`src/rtl/bsg_gateway_fixed_latency_channel.sv`:
```
// bsg_gateway_fixed_latency_channel
// In-order, fixed-latency valid/ready channel. Each accepted message is held
// in a small circular buffer together with a countdown; it becomes visible at
// the head once its countdown reaches zero, i.e. latency_p cycles after it was
// accepted. Back-pressure from the consumer is honoured and the buffer holds
// up to els_p messages in flight.
module bsg_gateway_fixed_latency_channel #(
  parameter int unsigned width_p   = 64,
  parameter int unsigned latency_p = 2,
  parameter int unsigned els_p     = 4,
  parameter int unsigned lg_els_lp = $clog2(els_p + 1)
) (
  input  logic                 clk_i,
  input  logic                 reset_n_i,

  input  logic [width_p-1:0]   data_i,
  input  logic                 v_i,
  output logic                 ready_and_o,

  output logic [width_p-1:0]   data_o,
  output logic                 v_o,
  input  logic                 ready_and_i,

  output logic [lg_els_lp-1:0] count_o
);

  localparam int unsigned cd_w_lp  = (latency_p > 1) ? $clog2(latency_p) : 1;
  localparam int unsigned ptr_w_lp = (els_p > 1) ? $clog2(els_p) : 1;

  localparam logic [cd_w_lp-1:0]   cd_init_lp  = cd_w_lp'(latency_p - 1);
  localparam logic [ptr_w_lp-1:0]  ptr_last_lp = ptr_w_lp'(els_p - 1);
  localparam logic [lg_els_lp-1:0] count_full_lp = lg_els_lp'(els_p);

  logic [width_p-1:0]   mem_q [els_p];
  logic [cd_w_lp-1:0]   cd_q  [els_p];
  logic [cd_w_lp-1:0]   cd_d  [els_p];

  logic [ptr_w_lp-1:0]  rd_ptr_q, rd_ptr_d;
  logic [ptr_w_lp-1:0]  wr_ptr_q, wr_ptr_d;
  logic [lg_els_lp-1:0] count_q, count_d;

  logic enq, deq;

  function automatic logic [ptr_w_lp-1:0] ptr_incr(input logic [ptr_w_lp-1:0] p);
    return (p == ptr_last_lp) ? '0 : p + ptr_w_lp'(1);
  endfunction

  // Handshake outputs; gated by reset so they read 0 while reset is held.
  always_comb begin
    ready_and_o = reset_n_i & (count_q != count_full_lp);
    v_o         = reset_n_i & (count_q != '0) & (cd_q[rd_ptr_q] == '0);
    data_o      = mem_q[rd_ptr_q];
    count_o     = count_q;
    enq         = v_i & ready_and_o;
    deq         = v_o & ready_and_i;
  end

  // Next-state for pointers and occupancy.
  always_comb begin
    rd_ptr_d = deq ? ptr_incr(rd_ptr_q) : rd_ptr_q;
    wr_ptr_d = enq ? ptr_incr(wr_ptr_q) : wr_ptr_q;
    count_d  = count_q;
    unique case ({enq, deq})
      2'b10:   count_d = count_q + lg_els_lp'(1);
      2'b01:   count_d = count_q - lg_els_lp'(1);
      default: count_d = count_q;
    endcase
  end

  // Countdown aging: every nonzero countdown steps toward zero. Free slots may
  // also age, which is harmless because a write always reloads the slot.
  always_comb begin
    for (int unsigned i = 0; i < els_p; i++) begin
      cd_d[i] = cd_q[i];
      if (cd_q[i] != '0) cd_d[i] = cd_q[i] - cd_w_lp'(1);
      if (enq && (wr_ptr_q == ptr_w_lp'(i))) cd_d[i] = cd_init_lp;
    end
  end

  // Control state: pointers, occupancy and countdowns, asynchronously cleared.
  always_ff @(posedge clk_i or negedge reset_n_i) begin
    if (!reset_n_i) begin
      rd_ptr_q <= '0;
      wr_ptr_q <= '0;
      count_q  <= '0;
      for (int unsigned i = 0; i < els_p; i++) cd_q[i] <= '0;
    end else begin
      rd_ptr_q <= rd_ptr_d;
      wr_ptr_q <= wr_ptr_d;
      count_q  <= count_d;
      for (int unsigned i = 0; i < els_p; i++) cd_q[i] <= cd_d[i];
    end
  end

  // Message storage; contents are not reset.
  always_ff @(posedge clk_i) begin
    if (enq) mem_q[wr_ptr_q] <= data_i;
  end

`ifndef SYNTHESIS
  // Producer must hold a pending message stable until it is accepted.
  a_v_hold: assert property (@(posedge clk_i) disable iff (!reset_n_i)
    (v_i && !ready_and_o) |=> v_i);
  a_data_hold: assert property (@(posedge clk_i) disable iff (!reset_n_i)
    (v_i && !ready_and_o) |=> $stable(data_i));
  a_params: assert property (@(posedge clk_i) disable iff (!reset_n_i)
    (latency_p >= 1) && (els_p >= 1));
`endif

endmodule

```
`config.mk`:
```
export PLATFORM = sky130hd
export DESIGN_NAME = bsg_gateway_fixed_latency_channel
export DESIGN_NICKNAME = d
export VERILOG_FILES = /design/src/rtl/bsg_gateway_fixed_latency_channel.sv
export SDC_FILE = /design/constraint.sdc
export NUM_CORES = 1
export LEC_CHECK = 0
export CORE_ASPECT_RATIO = 0.75
export CORE_MARGIN = 2
export CORE_UTILIZATION = 35
export CTS_CLUSTER_SIZE = 12
export DETAILED_ROUTE_END_ITERATION = 16
export SETUP_SLACK_MARGIN = 0.02
export SLEW_MARGIN = 20
export SYNTH_ARGS = -nofsm -noshare
export SYNTH_HDL_FRONTEND = slang
export SYNTH_SLANG_ARGS = --single-unit
```
`constraint.sdc`:
```
create_clock -name clk_i -period 6.85 [get_ports clk_i]
set_clock_uncertainty 0.05 [all_clocks]
set_input_delay 0.685 -clock clk_i [delete_from_list [all_inputs] [get_ports clk_i]]
set_output_delay 0.685 -clock clk_i [all_outputs]
set_load 0.01 [all_outputs]
```
-- Word-level counts from Yosys, hierarchy flattened
Memories as Yosys holds them, arrays and structs flattened.
Cells that the tools add are included.
- word-level logic and storage cells: 54
- bits of input ports: 68
- bits in registers: 11
- output and inout bits: 69
- RAM bits: 256
- memories kept: 1
- memory list (memory ; words ; width ; rd ports ; clocked after Yosys merged registers in ; wr ports ; line ; source):
    mem_q ; 4 ; 64 ; 1 ; 0 ; 1 ; 34 ; logic [width_p-1:0] mem_q [els_p];
- bitwise gates (word level): 7
- add/subtract/negate cells: 8
- $lt $le $gt $ge: 1
- multiplexer cells: 16
- reductions and logical operators: 7
- equality and inequality tests: 7
- operators by type and width (operator ; count):
    two-way mux 1 bit ; 12
    == test 2 bit, second input constant ; 4
    one-hot mux 3 bit (2 select lines) ; 1
    AND 1 bit ; 5
    adder 2 x 1 -> 2 bit, second input constant ; 2
    == test 2 x 1 -> 1 bit, second input constant ; 2
    logical AND 1 bit ; 4
    two-way mux 2 bit ; 2
    subtractor 1 bit, second input constant ; 4
    adder 3 x 1 -> 3 bit, second input constant ; 1
    greater-or-equal comparator 3 bit, second input constant ; 1
    inequality test 3 bit, second input constant ; 1
    inverter 2 -> 3 bit ; 1
    nonzero test 3 bit ; 1
    subtractor 3 x 1 -> 3 bit, second input constant ; 1
    binary-select mux 1 bit (select 2 bit) ; 1
    zero test 2 bit ; 1
    nonzero test 2 bit ; 1
    inverter 1 bit ; 1

-- Depth between registers and ports, before layout
- depth after elaboration: 9
- gate-level depth with buffers: 9
- depth with buffers taken out: 9

-- Worst setup path after synthesis
No wires, ideal clock.
- path type: input -> register
- start point: in v_i
- end point: mem mem_q[0][0] (enable)
- arrival time: 2.493 ns
- path buffers: 0
- setup slack: 3.878 ns
- data required time: 6.370 ns
- stages: 2
- library setup time: 0.430 ns
- cells stage by stage: o311a_1 > and2_1
- cells in the longest elaborated chain, start to end: 3
- RTL lines (what ; line ; source):
    start, declared ; 17 ; input logic v_i,
    AND 1 bit ; 54 ; enq = v_i & ready_and_o;
    two-way mux 1 bit ; 97 ; if (enq) mem_q[wr_ptr_q] <= data_i;
    two-way mux 1 bit (implied by the code) ; 97 ;
    end, declared ; 34 ;
No other way between the ends.

-- Final worst setup path
- start point: reg rd_ptr_q[0]
- end point: out data_o[43]
- cells in the longest elaborated chain, start to end: 1
- RTL lines (what ; line ; source):
    start, declared ; 38 ; logic [ptr_w_lp-1:0] rd_ptr_q, rd_ptr_d;
    start signal, assigned ; 88 ; rd_ptr_q <= rd_ptr_d;
    memory (4 x 64 bit) ; -- ;
    end, declared ; 20 ; output logic [width_p-1:0] data_o,
No other way between the ends.

==> impl_metrics.tcl <==
set metrics [dict create \
    status "completed" \
    die_h_um 149 \
    syn_nets 456 \
    worst-setup-path-type "flip-flop to output pin" \
    diodes 0 \
    drt_first_pass_iters 4 \
    max-slew-margin-rel 0.286 \
    fin_area_mm2 0.0123 \
    yosysWarnings 0 \
    ant_nets 0 \
    clk_pin_slew_worst_paths_ns 0.06 \
    combPwrFrac 0.281 \
    ctsHtreeMaxLevel 1 \
    fin_crit_ns 4.01 \
    seq_area_frac_synth 0.814 \
    hold_ws_ns 0.490 \
    grt_pass1_wl_mm 28.2 \
    die_x_um 197 \
    p_per_area_mw_per_mm2 394 \
    cts_resized 0 \
    first_global_vias 4872 \
    syn_inst 381 \
    gp_congestion 0.677 \
    synthArstFlopShare 0.0412 \
    arrival_ns 3.28 \
    hold_viol 0 \
    die-area_mm2 0.0293 \
    antenna_found_initial 1 \
    syn_area_mm2 0.00978 \
    synth_cell_types 20 \
    port_buffers 136 \
    min_path_type "primary input to asynchronous set/reset pin" \
    cp-start-kind "flip-flop" \
    worst-slew-pin-transition_ns 1.07 \
    first_iter_violations 225 \
    hpwl_mm 10.1 \
    netSwitchingPower_mw 1.29 \
    synth_edf_count 256 \
    num-nets-final 608 \
    cts_hold_buf 0 \
    initial_core_util 0.360 \
    cts_sinks 267 \
    swShare 0.265 \
    insertion_delay_ns 0.52 \
    ios 137 \
    ys.flop_type "edfxtp_1" \
    drc_errors 0 \
    wl_per_cell_um 20.6 \
    wirelength_mm 18.5 \
    p_leak_nw 3.94 \
    cp.required_ns 6.11 \
    peakVddDrop_mv 0.209 \
    area_growth_pct 26.1 \
    cts_root_buf "clkbuf_16" \
    track_usage 0.127 \
    setup_tns_ns 0 \
    fin_crit_sh 0.586 \
    post_cts_buffers 0 \
    rsz0062_at_grt "no" \
    overflow 0 \
    num_vias 4421 \
    placed_area_mm2 0.0115 \
    drive_gt1_frac 0.197 \
    end_kind "output pin" \
    internal-power_mw 3.57 \
    clockBufferDepth 3 \
    grt_max_degree 68 \
    p_clk_frac 0.269 \
    core_mm2 0.0272 \
    power_frac_seq 0.450 \
    syn_avg_cell_area_um2 25.7 \
    vias_per_cell 4.92 \
    cap_violations 0 \
    finalMaxSlewViolations 0 \
    setup_viol 0 \
    cts_made_buffers 27 \
    ys_ff_latch 267 \
    cp_max_fo 37 \
    fmax_mhz 249 \
    placementRows 52 \
    cts_tree "yes" \
]
[critical path, cell delays in order (launching register included)]
cell and delay [ns]:
dfrtp_4 0.86, buf_4 0.73, mux4_2 0.64, clkdlybuf4s50_1 0.50
[synth_stat cells (all sizes together), types with 2 or more instances]
master | count | area, um2
and2 | 4 | 25.0
buf | 11 | 51.3
clkbuf | 4 | 15.0
dfrtp | 11 | 275
edfxtp | 256 | 7690
ha | 6 | 75.1
inv | 7 | 26.3
mux2 | 4 | 45.0
mux4 | 65 | 1460
nor2 | 4 | 15.0
xnor2 | 2 | 17.5
[layout by cell type (no fill, tap or decap)]
cell | netlist | layout
mux2_2 | 2 | 2
xnor2_1 | 2 | 2
clkbuf_1 | 4 | 11
and2_4 | 0 | 4
ha_1 | 6 | 6
inv_1 | 7 | 7
nor2_1 | 4 | 4
buf_4 | 0 | 1
dfrtp_4 | 0 | 2
clkbuf_8 | 0 | 3
mux2_1 | 2 | 2
nor3b_4 | 1 | 1
clkdlybuf4s50_1 | 0 | 136
dfrtp_1 | 11 | 9
o31ai_1 | 1 | 1
buf_12 | 0 | 1
clkbuf_16 | 0 | 27
mux4_2 | 65 | 65
fa_1 | 1 | 1
o31a_1 | 1 | 1
clkinv_1 | 0 | 1
xor2_1 | 1 | 1
edfxtp_1 | 256 | 256
clkinv_2 | 0 | 2
o311a_1 | 1 | 1
mux2i_1 | 1 | 1
[layer usage]
metal / GRT usage / part of all wire / up-vias
met4: 0.0353 / 0.027 / 0
met2: 0.211 / 0.48 / 133
li1: - / - / 1923
met5: 0 / 0 / -
met3: 0.0260 / 0.054 / 33
met1: 0.171 / 0.44 / 2332
[cell families (layout without fill, tap and decap cells)]
kind of cell / after synthesis / in the layout / synth area share
compound gates: 3 / 3 / 0.00269
fa+ha+maj: 7 / 7 / 0.00972
flops: 267 / 267 / 0.814
buf+inv: 22 / 189 / 0.00947
mux: 70 / 70 / 0.155
simple gates: 9 / 9 / 0.00601
xor+xnor: 3 / 3 / 0.00269
[worst paths after layout]
check	to	startpoint	cells after the start	slack, ns
worst max-delay path	data_o[43]	rd_ptr_q[0]	3	2.84
worst min-delay path	wr_ptr_q[0]	reset_n_i	1	0.49
worst max register to register	count_o[2]	rd_ptr_q[1]	8	3.76
worst min register to register	count_o[0]	count_o[0]	1	0.53
max in group asynchronous	rd_ptr_q[0]	reset_n_i	1	5.82
min in group clk_i	count_o[0]	count_o[0]	1	0.53
[power groups by stage]
| stage | clock [mW] | combinational [mW] | sequential, mW |
|---|---|---|---|
| floorplan | 0 | 0.837 | 2.07 |
| global placement | 0 | 1.38 | 2.22 |
| detailed placement | 0 | 1.39 | 2.23 |
| CTS | 1.35 | 1.40 | 2.20 |
| global route | 1.41 | 1.46 | 2.22 |
| finish | 1.31 | 1.37 | 2.19 |
[final cells by class]
cell class              count  area [um2]
repair buffers            138        1390
clock inverters             3        13.8
clock buffers              41         758
multi-input cells          92        1740
well taps                 351         439
flip-flops and latches    267        7970
fillers                  2305       14900
inverters                   7        26.3
[registers in the layout, indices dropped and copies added, names as in the netlist]
name / count
wr_ptr_q: 2
count_o: 3
cd_q: 4
mem_q: 256
rd_ptr_q: 2
[through the flow]
step / setup slack, ns / instances / utilization / total power [mW]
after CTS: 2.70 / 898 / 0.453 / 4.95
final: 2.84 / 899 / 0.453 / 4.86
after global placement: 3.28 / 854 / 0.424 / 3.60
after detailed placement: 3.27 / 854 / 0.424 / 3.63
after global routing: 2.57 / 899 / 0.453 / 5.09
after floorplan: 3.88 / 381 / - / 2.91
Note: power is estimated with default switching activity, not from simulation.
